--- src/rtl/axilite_pkg.sv ---
// axilite_pkg: shared AXI4-Lite response codes, widths and the byte-lane merge helper.
package axilite_pkg;
    localparam logic [1:0] RESP_OKAY   = 2'b00;
    localparam logic [1:0] RESP_SLVERR = 2'b10;
    localparam int AXIL_DATA_W = 32;
    localparam int AXIL_STRB_W = 4;

    function automatic logic [AXIL_DATA_W-1:0] byte_merge(
        input logic [AXIL_DATA_W-1:0] cur,
        input logic [AXIL_DATA_W-1:0] wd,
        input logic [AXIL_STRB_W-1:0] strb
    );
        logic [AXIL_DATA_W-1:0] r;
        r = cur;
        for (int b = 0; b < AXIL_STRB_W; b++)
            r[8*b +: 8] = strb[b] ? wd[8*b +: 8] : cur[8*b +: 8];
        return r;
    endfunction
endpackage

--- src/rtl/axilite_reg_slave_if.sv ---
// axilite_reg_slave_if: AXI4-Lite regSData bus bundle with master and slave views.
interface axilite_reg_slave_if
    import axilite_pkg::*;
#(
    parameter int ADDR_W = 20
) ();
    logic                   awvalid, awready;
    logic [ADDR_W-1:0]      awaddr;
    logic [2:0]             awprot;
    logic                   wvalid, wready;
    logic [AXIL_DATA_W-1:0] wdata;
    logic [AXIL_STRB_W-1:0] wstrb;
    logic                   bvalid, bready;
    logic [1:0]             bresp;
    logic                   arvalid, arready;
    logic [ADDR_W-1:0]      araddr;
    logic [2:0]             arprot;
    logic                   rvalid, rready;
    logic [AXIL_DATA_W-1:0] rdata;
    logic [1:0]             rresp;

    modport slave (
        input  awvalid, awaddr, awprot, wvalid, wdata, wstrb, bready, arvalid, araddr, arprot, rready,
        output awready, wready, bvalid, bresp, arready, rvalid, rdata, rresp
    );
    modport master (
        output awvalid, awaddr, awprot, wvalid, wdata, wstrb, bready, arvalid, araddr, arprot, rready,
        input  awready, wready, bvalid, bresp, arready, rvalid, rdata, rresp
    );
endinterface

--- src/rtl/axilite_read_mux.sv ---
// axilite_read_mux: word index to {data, resp} over writable then status registers.
module axilite_read_mux
    import axilite_pkg::*;
#(
    parameter int IDX_W  = 18,
    parameter int NUM_WR = 4,
    parameter int NUM_RD = 4
) (
    input  logic [IDX_W-1:0]              idx,
    input  logic [NUM_WR*AXIL_DATA_W-1:0] reg_wr,
    input  logic [NUM_RD*AXIL_DATA_W-1:0] reg_rd,
    output logic [AXIL_DATA_W-1:0]        data,
    output logic [1:0]                    resp
);
    always_comb begin
        data = '0;
        resp = RESP_SLVERR;
        for (int i = 0; i < NUM_WR; i++)
            if (idx == IDX_W'(i)) begin
                data = reg_wr[i*AXIL_DATA_W +: AXIL_DATA_W];
                resp = RESP_OKAY;
            end
        for (int i = 0; i < NUM_RD; i++)
            if (idx == IDX_W'(NUM_WR + i)) begin
                data = reg_rd[i*AXIL_DATA_W +: AXIL_DATA_W];
                resp = RESP_OKAY;
            end
    end
endmodule

--- src/rtl/axilite_reg_slave.sv ---
// axilite_reg_slave: AXI4-Lite responder with writable control registers and read-only status inputs.
module axilite_reg_slave
    import axilite_pkg::*;
#(
    parameter int ADDR_W = 20,
    parameter int NUM_WR = 4,
    parameter int NUM_RD = 4
) (
    input  logic                          clk,
    input  logic                          rst_n,
    axilite_reg_slave_if.slave            s,
    output logic [NUM_WR*AXIL_DATA_W-1:0] reg_out,
    input  logic [NUM_RD*AXIL_DATA_W-1:0] reg_in,
    output logic [NUM_WR-1:0]             wr_pulse
);
    localparam int IDX_W = ADDR_W - 2;

    logic                   aw_held, w_held;
    logic [IDX_W-1:0]       aw_idx;
    logic [AXIL_DATA_W-1:0] w_data;
    logic [AXIL_STRB_W-1:0] w_strb;
    logic                   commit, wr_legal;
    logic [NUM_WR-1:0]      wr_hit;
    logic [AXIL_DATA_W-1:0] rd_data;
    logic [1:0]             rd_resp;
    logic                   unused_bits;

    assign s.awready   = !aw_held;
    assign s.wready    = !w_held;
    assign s.arready   = !s.rvalid;
    assign commit      = aw_held && w_held && !s.bvalid;
    assign wr_legal    = aw_idx < IDX_W'(NUM_WR);
    assign wr_hit      = (commit && wr_legal) ? NUM_WR'(1) << aw_idx : '0;
    assign unused_bits = ^{s.awaddr[1:0], s.araddr[1:0], s.awprot, s.arprot};

    // Commit only when the previous response has drained, so bresp never changes under a stall.
    always_ff @(posedge clk or negedge rst_n) begin
        if (!rst_n) begin
            aw_held  <= 1'b0;
            w_held   <= 1'b0;
            aw_idx   <= '0;
            w_data   <= '0;
            w_strb   <= '0;
            s.bvalid <= 1'b0;
            s.bresp  <= RESP_OKAY;
            wr_pulse <= '0;
        end else begin
            wr_pulse <= wr_hit;
            if (s.awvalid && !aw_held) begin
                aw_held <= 1'b1;
                aw_idx  <= s.awaddr[ADDR_W-1:2];
            end
            if (s.wvalid && !w_held) begin
                w_held <= 1'b1;
                w_data <= s.wdata;
                w_strb <= s.wstrb;
            end
            if (commit) begin
                aw_held  <= 1'b0;
                w_held   <= 1'b0;
                s.bvalid <= 1'b1;
                s.bresp  <= wr_legal ? RESP_OKAY : RESP_SLVERR;
            end else if (s.bvalid && s.bready) begin
                s.bvalid <= 1'b0;
            end
        end
    end

    always_ff @(posedge clk or negedge rst_n) begin
        if (!rst_n) begin
            reg_out <= '0;
        end else begin
            for (int i = 0; i < NUM_WR; i++)
                if (wr_hit[i])
                    reg_out[i*AXIL_DATA_W +: AXIL_DATA_W] <= byte_merge(reg_out[i*AXIL_DATA_W +: AXIL_DATA_W], w_data, w_strb);
        end
    end

    axilite_read_mux #(.IDX_W(IDX_W), .NUM_WR(NUM_WR), .NUM_RD(NUM_RD)) u_read_mux (
        .idx    (s.araddr[ADDR_W-1:2]),
        .reg_wr (reg_out),
        .reg_rd (reg_in),
        .data   (rd_data),
        .resp   (rd_resp)
    );

    always_ff @(posedge clk or negedge rst_n) begin
        if (!rst_n) begin
            s.rvalid <= 1'b0;
            s.rdata  <= '0;
            s.rresp  <= RESP_OKAY;
        end else if (s.arvalid && !s.rvalid) begin
            s.rvalid <= 1'b1;
            s.rdata  <= rd_data;
            s.rresp  <= rd_resp;
        end else if (s.rvalid && s.rready) begin
            s.rvalid <= 1'b0;
        end
    end
endmodule
--- src/flat_wrapper.sv ---
// flat-port wrapper written by rule: the top's interface ports become plain ports
module axilite_reg_slave_flat import axilite_pkg::*;
#(
    parameter int ADDR_W = 20,
    parameter int NUM_WR = 4,
    parameter int NUM_RD = 4
)
  (clk, rst_n, reg_out, reg_in, wr_pulse, s_awvalid, s_awaddr, s_awprot, s_wvalid, s_wdata, s_wstrb, s_bready, s_arvalid, s_araddr, s_arprot, s_rready, s_awready, s_wready, s_bvalid, s_bresp, s_arready, s_rvalid, s_rdata, s_rresp);
  axilite_reg_slave_if #(.ADDR_W(ADDR_W)) s_i ();
  input  logic clk;
  input  logic rst_n;
  output logic [NUM_WR*AXIL_DATA_W-1:0] reg_out;
  input  logic [NUM_RD*AXIL_DATA_W-1:0] reg_in;
  output logic [NUM_WR-1:0] wr_pulse;
  input wire logic [$bits(s_i.awvalid)-1:0] s_awvalid;
  input wire logic [$bits(s_i.awaddr)-1:0] s_awaddr;
  input wire logic [$bits(s_i.awprot)-1:0] s_awprot;
  input wire logic [$bits(s_i.wvalid)-1:0] s_wvalid;
  input wire logic [$bits(s_i.wdata)-1:0] s_wdata;
  input wire logic [$bits(s_i.wstrb)-1:0] s_wstrb;
  input wire logic [$bits(s_i.bready)-1:0] s_bready;
  input wire logic [$bits(s_i.arvalid)-1:0] s_arvalid;
  input wire logic [$bits(s_i.araddr)-1:0] s_araddr;
  input wire logic [$bits(s_i.arprot)-1:0] s_arprot;
  input wire logic [$bits(s_i.rready)-1:0] s_rready;
  output wire logic [$bits(s_i.awready)-1:0] s_awready;
  output wire logic [$bits(s_i.wready)-1:0] s_wready;
  output wire logic [$bits(s_i.bvalid)-1:0] s_bvalid;
  output wire logic [$bits(s_i.bresp)-1:0] s_bresp;
  output wire logic [$bits(s_i.arready)-1:0] s_arready;
  output wire logic [$bits(s_i.rvalid)-1:0] s_rvalid;
  output wire logic [$bits(s_i.rdata)-1:0] s_rdata;
  output wire logic [$bits(s_i.rresp)-1:0] s_rresp;
  assign s_i.awvalid = s_awvalid;
  assign s_i.awaddr = s_awaddr;
  assign s_i.awprot = s_awprot;
  assign s_i.wvalid = s_wvalid;
  assign s_i.wdata = s_wdata;
  assign s_i.wstrb = s_wstrb;
  assign s_i.bready = s_bready;
  assign s_i.arvalid = s_arvalid;
  assign s_i.araddr = s_araddr;
  assign s_i.arprot = s_arprot;
  assign s_i.rready = s_rready;
  assign s_awready = s_i.awready;
  assign s_wready = s_i.wready;
  assign s_bvalid = s_i.bvalid;
  assign s_bresp = s_i.bresp;
  assign s_arready = s_i.arready;
  assign s_rvalid = s_i.rvalid;
  assign s_rdata = s_i.rdata;
  assign s_rresp = s_i.rresp;
  axilite_reg_slave #(.ADDR_W(ADDR_W), .NUM_WR(NUM_WR), .NUM_RD(NUM_RD)) u_core (.clk(clk), .rst_n(rst_n), .s(s_i), .reg_out(reg_out), .reg_in(reg_in), .wr_pulse(wr_pulse));
endmodule
--- config.mk ---
export PLATFORM = sky130hd
export DESIGN_NAME = axilite_reg_slave_flat
export DESIGN_NICKNAME = d
export VERILOG_FILES = /design/src/rtl/axilite_pkg.sv /design/src/rtl/axilite_reg_slave_if.sv /design/src/rtl/axilite_read_mux.sv /design/src/rtl/axilite_reg_slave.sv /design/src/flat_wrapper.sv
export SDC_FILE = /design/constraint.sdc
export NUM_CORES = 1
export LEC_CHECK = 0
export ABC_CLOCK_PERIOD_IN_PS = 5400
export CAP_MARGIN = 20
export CORE_ASPECT_RATIO = 1.75
export CORE_MARGIN = 4
export CORE_UTILIZATION = 40
export CTS_CLUSTER_DIAMETER = 50
export DETAILED_ROUTE_END_ITERATION = 8
export GPL_TIMING_DRIVEN = 0
export PLACE_DENSITY = 0.73
export REMOVE_ABC_BUFFERS = 1
export SLEW_MARGIN = 20
export SYNTH_ARGS = -nofsm -noshare
export SYNTH_HDL_FRONTEND = slang
export SYNTH_SLANG_ARGS = --single-unit
--- constraint.sdc ---
create_clock -name clk -period 5.4 [get_ports clk]
set_input_delay 1.08 -clock clk [delete_from_list [all_inputs] [get_ports clk]]
set_output_delay 1.08 -clock clk [all_outputs]
set_load 0.005 [all_outputs]
==> Yosys cells after proc, flatten, opt, wreduce, memory -nomap -nowiden <==
Index checks and enable logic that the tools add are counted.
{ "totals": {"elab_cells": 95, "reg_bits": 226, "inputBits": 217} }
{ "classes": {"reduce_logical": 33, "n_mux": 26, "eq_ne": 7, "n_shift": 1, "magnitude_cmp": 1} }
{ "ops": {"columns": ["cell", "count"], "rows": [
  ["$mux W32", 8],
  ["$eq A18 B3 Y1 const B", 4],
  ["$eq A18 B2 Y1 const B", 2],
  ["$reduce_and A2 Y1", 16],
  ["$eq A18 B1 Y1 const B", 1],
  ["$logic_not A18 Y1", 1],
  ["$lt A18 B3 Y1 const B", 1],
  ["$mux W2", 9],
  ["$shl A1 B18 Y4 const A", 1],
  ["$logic_and A1 B1 Y1", 8],
  ["$mux W1", 8],
  ["$reduce_bool A2 Y1", 4],
  ["$logic_not A1 Y1", 4],
  ["$mux W4", 1]
]} }

==> Longest topological paths before layout <==
{ "depth": {"depth_word": 9, "mapped_depth": 8, "ltp_nobuf": 5} }

==> Modules after synthesis <==
A second synthesis with hierarchy kept.
{ "unflattened": {"hier_cells": 680, "hier_area_um2": 10839.1} }
{ "modules_own_cells": {"columns": ["mod", "area_per_inst_um2", "cells_each", "seq_area_each_um2", "n_inst"], "rows": [
  ["axilite_reg_slave", 8730.9, 524, 5630.4, 1],
  ["axilite_read_mux", 2108.3, 156, 0.0, 1]
]} }

==> Worst setup path before layout <==
Ideal clock, no wire load.
{ "synth_path": {"kind": "input to register", "startpoint": "input port s_araddr[10]", "endpoint": "register u_core.s.rdata[1]", "arrival_ns": 2.385, "path_buffers": 2, "setup_time_ns": 0.135, "path_slack_ns": 2.880, "stages": 7, "path_cell_list": "nor4_1 nand4_1 or2_2 clkbuf_1 clkbuf_1 nor2_1 o31ai_1"} }
{ "synth_between": {"elab_chain_len": 9, "elab_cells_between_ends": 16, "classes_between": "eq/ne (7); mux (8); reduce/logical (1)"} }
{ "synth_lines": {"columns": ["element", "line_no", "source"], "rows": [
  ["from (decl)", "flat_wrapper.sv:23", "input wire logic [$bits(s_i.araddr)-1:0] s_araddr;"],
  ["$logic_not A18 Y1", "axilite_read_mux.sv:19", "if (idx == IDX_W'(i)) begin"],
  ["$mux W32 (4 in series)", "axilite_read_mux.sv:19", null],
  ["$mux W32 (3 in series)", "axilite_read_mux.sv:24", "if (idx == IDX_W'(NUM_WR + i)) begin"],
  ["$mux W32 (*)", "axilite_read_mux.sv:24", null],
  ["to (signal assigned)", "axilite_reg_slave.sv:94", "s.rdata <= rd_data;"],
  ["to (decl)", "axilite_reg_slave_if.sv:24", "output awready, wready, bvalid, bresp, arready, rvalid, rdata, rresp"]
]} }
Every way passes the cells marked *; elsewhere a longest branch is shown, timed or not.
A chain may end at the register's enable or synchronous reset.

==> Final worst setup path <==
{ "layout_path": {"startpoint": "input port s_araddr[12]", "endpoint": "register u_core.s.rdata[18]"} }
Same word-level chain as after synthesis.

==> impl_metrics.csv <==
group,metric,value,unit
timing,drv_slew,0,
synth,synthesis.instances,986,
synth,synthTopCellsByArea,"dfrtp_1, mux2_2, mux2i_1",
floorplan,ios,390,
cts,ctsLongestPathBuffers,3,
timing,final-setup-viol-count,0,
synth,synth_warnings,0,
global_routing,grtUsageTotal,23.5,%
global_routing,overflow,0,
synth,synth_edf_count,0,
drt,ant_nets,0,
cts,cts_made_buffers,23,
timing,timing.final.crit_share,61.1,%
timing,relSlewSlack,32.9,%
floorplan,initial_core_util,40.8,%
timing,rsz0062_at_grt,"false",
drt,dr.pass1.iters,5,
cts,cts_tree,"built",
synth,synth-main-ff-cell,"dfrtp_1",
placed_design,io_buffers,377,
drt,wl_per_cell,21.5,um
floorplan,core_area,0.0268,mm^2
global_routing,grt_max_degree,94,
drt,post-route-drc-count,0,
global_routing,grt_pass1_wl,55.4,mm
placed_design,place_inst,1669,
synth,netlist.area_leader.share,51.3,%
min_path,hold_path_class,"in2async",
timing,fmax,303,MHz
worst_setup_path,worstPathMaxFanout,32,
worst_setup_path,cp-start-kind,"input pin",
floorplan,die-area,0.0301,mm^2
finish,drive_gt1_share,19.3,%
finish,final_util,59.6,%
finish,final_cell_mix,"clkdlybuf4s50_1, dfrtp_1, mux2_2, nand2_1, a21oi_1",
cts,htreeDepth,1,
global_routing,first_global_vias,9404,
worst_setup_path,endpoint_kind,"flop",
synth,syn_area_per_cell,11.1,um^2
cts,clkTransAtPathRegs,0.06,ns
power_and_ir_drop,leakagePower,7.09,nW
cts,cts_hold_buffers,0,
power_and_ir_drop,power.density,284,mW/mm^2
cts,clkSinkCount,224,
finish,area_growth,46.1,%
drt,viasPerCell,5.30,
timing,period_needed,3.30,ns
timing,setup-tns-final,0,ns
finish,n_fill_cell,2187,
cts,clk_latency,0.52,ns
placed_design,gp_congestion,0.808,
timing,finalClockSkew,0.0204,ns
finish,instances_no_fill,1712,
synth,seq_area_frac_synth,51.3,%
finish,final_common_cell,"clkdlybuf4s50_1",
synth,async_flop_share,100,%
finish,final_nets,1547,
power_and_ir_drop,report.power.total,4.54,mW
global_routing,antenna_found_initial,3,
placed_design,place_ws,1.53,ns
outcome,status,"finished clean",
cts,clock-root-buffer,"clkbuf_16",
synth,synth_cell_type_count,33,
drt,totalWireLength,36.8,mm
cts,cts_resized,0,
drt,drt_iter0_drc,450,
drt,routed-via-count,9072,
timing,report.final.hold_viol_count,0,
floorplan,fp.dieW,133,um
worst_setup_path,criticalPathCategory,"in2reg",
synth,synth-seq-cells,224,
job,cap_violations,0,
timing,worst_pin_slew,1.01,ns
placed_design,dpl.hpwl,25.8,mm
floorplan,rows,79,
power_and_ir_drop,peakVddDrop,256,uV
worst_setup_path,required,5.78,ns
synth,synth_top_area_cell,"dfrtp_1",
worst_setup_path,worstPathArrival,3.68,ns
floorplan,chipHeight,227,um
timing,setup_ws,2.10,ns
synth,syn_area,0.0109,mm^2
cts,cts_setup_buffers,0,
-- worst paths after layout --
check	cells past startpoint	slack, ns	start	to
worst max-delay path	7	2.10	s_araddr[12]	u_core.s.rdata[18]
worst min-delay path	1	0.45	rst_n	u_core.s.rdata[4]
worst max register to register	5	2.79	u_core.aw_idx[8]	u_core.reg_out[4]
worst min register to register	2	0.48	u_core.s.rdata[22]	u_core.s.rdata[22]
max in group asynchronous	2	4.14	rst_n	u_core.s.rdata[17]
min in group clk	2	0.48	u_core.s.rdata[22]	u_core.s.rdata[22]
-- registers in the layout, indices dropped and copies added (netlist names) --
name,cells
u_core.reg_out,128
u_core.s.rdata,32
u_core.w_data,32
u_core.aw_idx,18
u_core.w_strb,4
u_core.wr_pulse,4
u_core.aw_held,1
u_core.s.bresp,1
u_core.s.bvalid,1
u_core.s.rresp,1
u_core.s.rvalid,1
u_core.w_held,1
-- area by class of cell --
type                            count  area, um^2  area share [%]
Timing Repair Buffer              393        4110            25.7
Clock buffer                       31         646            4.04
Clock inverter                      9         135           0.846
Antenna cell                        3        7.51          0.0470
Tap cell                          364         455            2.85
Inverter                            7        26.3           0.165
Sequential cell                   224        5610            35.1
Multi-Input combinational cell    681        4990            31.2
-- metrics by stage --
stage,hold WS [ns],cell area (um^2)
final,0.454,16000
after global routing,0.450,16000
after CTS,0.447,16000
after detailed placement,0.465,15200
after global placement,0.459,14800
after floorplan,0.473,10600
-- cell families after synthesis --
| group | share of synthesized area [%] |
|---|---|
| AO/OA/AOI/OAI | 12.0 |
| AND/OR/NAND/NOR | 8.59 |
| buffers and inverters | 3.43 |
| multiplexers | 24.6 |
| other | 0.0343 |
| flip-flops | 51.3 |
-- where the power goes --
group | switching, mW | leakage (nW) | internal, mW | total, mW
clock network | 0.665 | 0.378 | 0.985 | 1.65
logic | 0.294 | 3.72 | 0.434 | 0.728
registers | 0.260 | 2.99 | 1.90 | 2.16
total | 1.22 | 7.09 | 3.32 | 4.54
-- cell usage after synthesis (2+ instances only) --
| master | n |
|---|---|
| nand4_2 | 4 |
| mux2i_1 | 64 |
| o31ai_1 | 32 |
| mux2_2 | 182 |
| and3_2 | 3 |
| nor2_1 | 67 |
| buf_1 | 7 |
| clkbuf_1 | 46 |
| and2_1 | 2 |
| o21a_1 | 2 |
| buf_6 | 4 |
| nand2_1 | 101 |
| buf_2 | 12 |
| o21ai_0 | 67 |
| buf_4 | 6 |
| nor4_2 | 2 |
| nand3_2 | 4 |
| dfrtp_1 | 224 |
| inv_1 | 7 |
| nor4_1 | 5 |
| and4_1 | 4 |
| a21o_1 | 32 |
| nor2b_1 | 3 |
| a21oi_1 | 97 |
-- routing by layer --
metal	GRT usage [%]	up-vias	wire, um
met5	0	-	0
met4	7.99	0	1200
met3	4.71	74	2150
met2	42.7	327	19300
met1	27.6	4486	14200
li1	-	4185	-
-- critical path: stages --
cell and delay (ns):
clkdlybuf4s50_1 0.43, nor4_1 0.30, nand4_1 0.47, buf_6 0.33, or2_2 0.66, nor2_1 0.30, o31ai_1 0.09
Power figures use the tool's default switching activity.
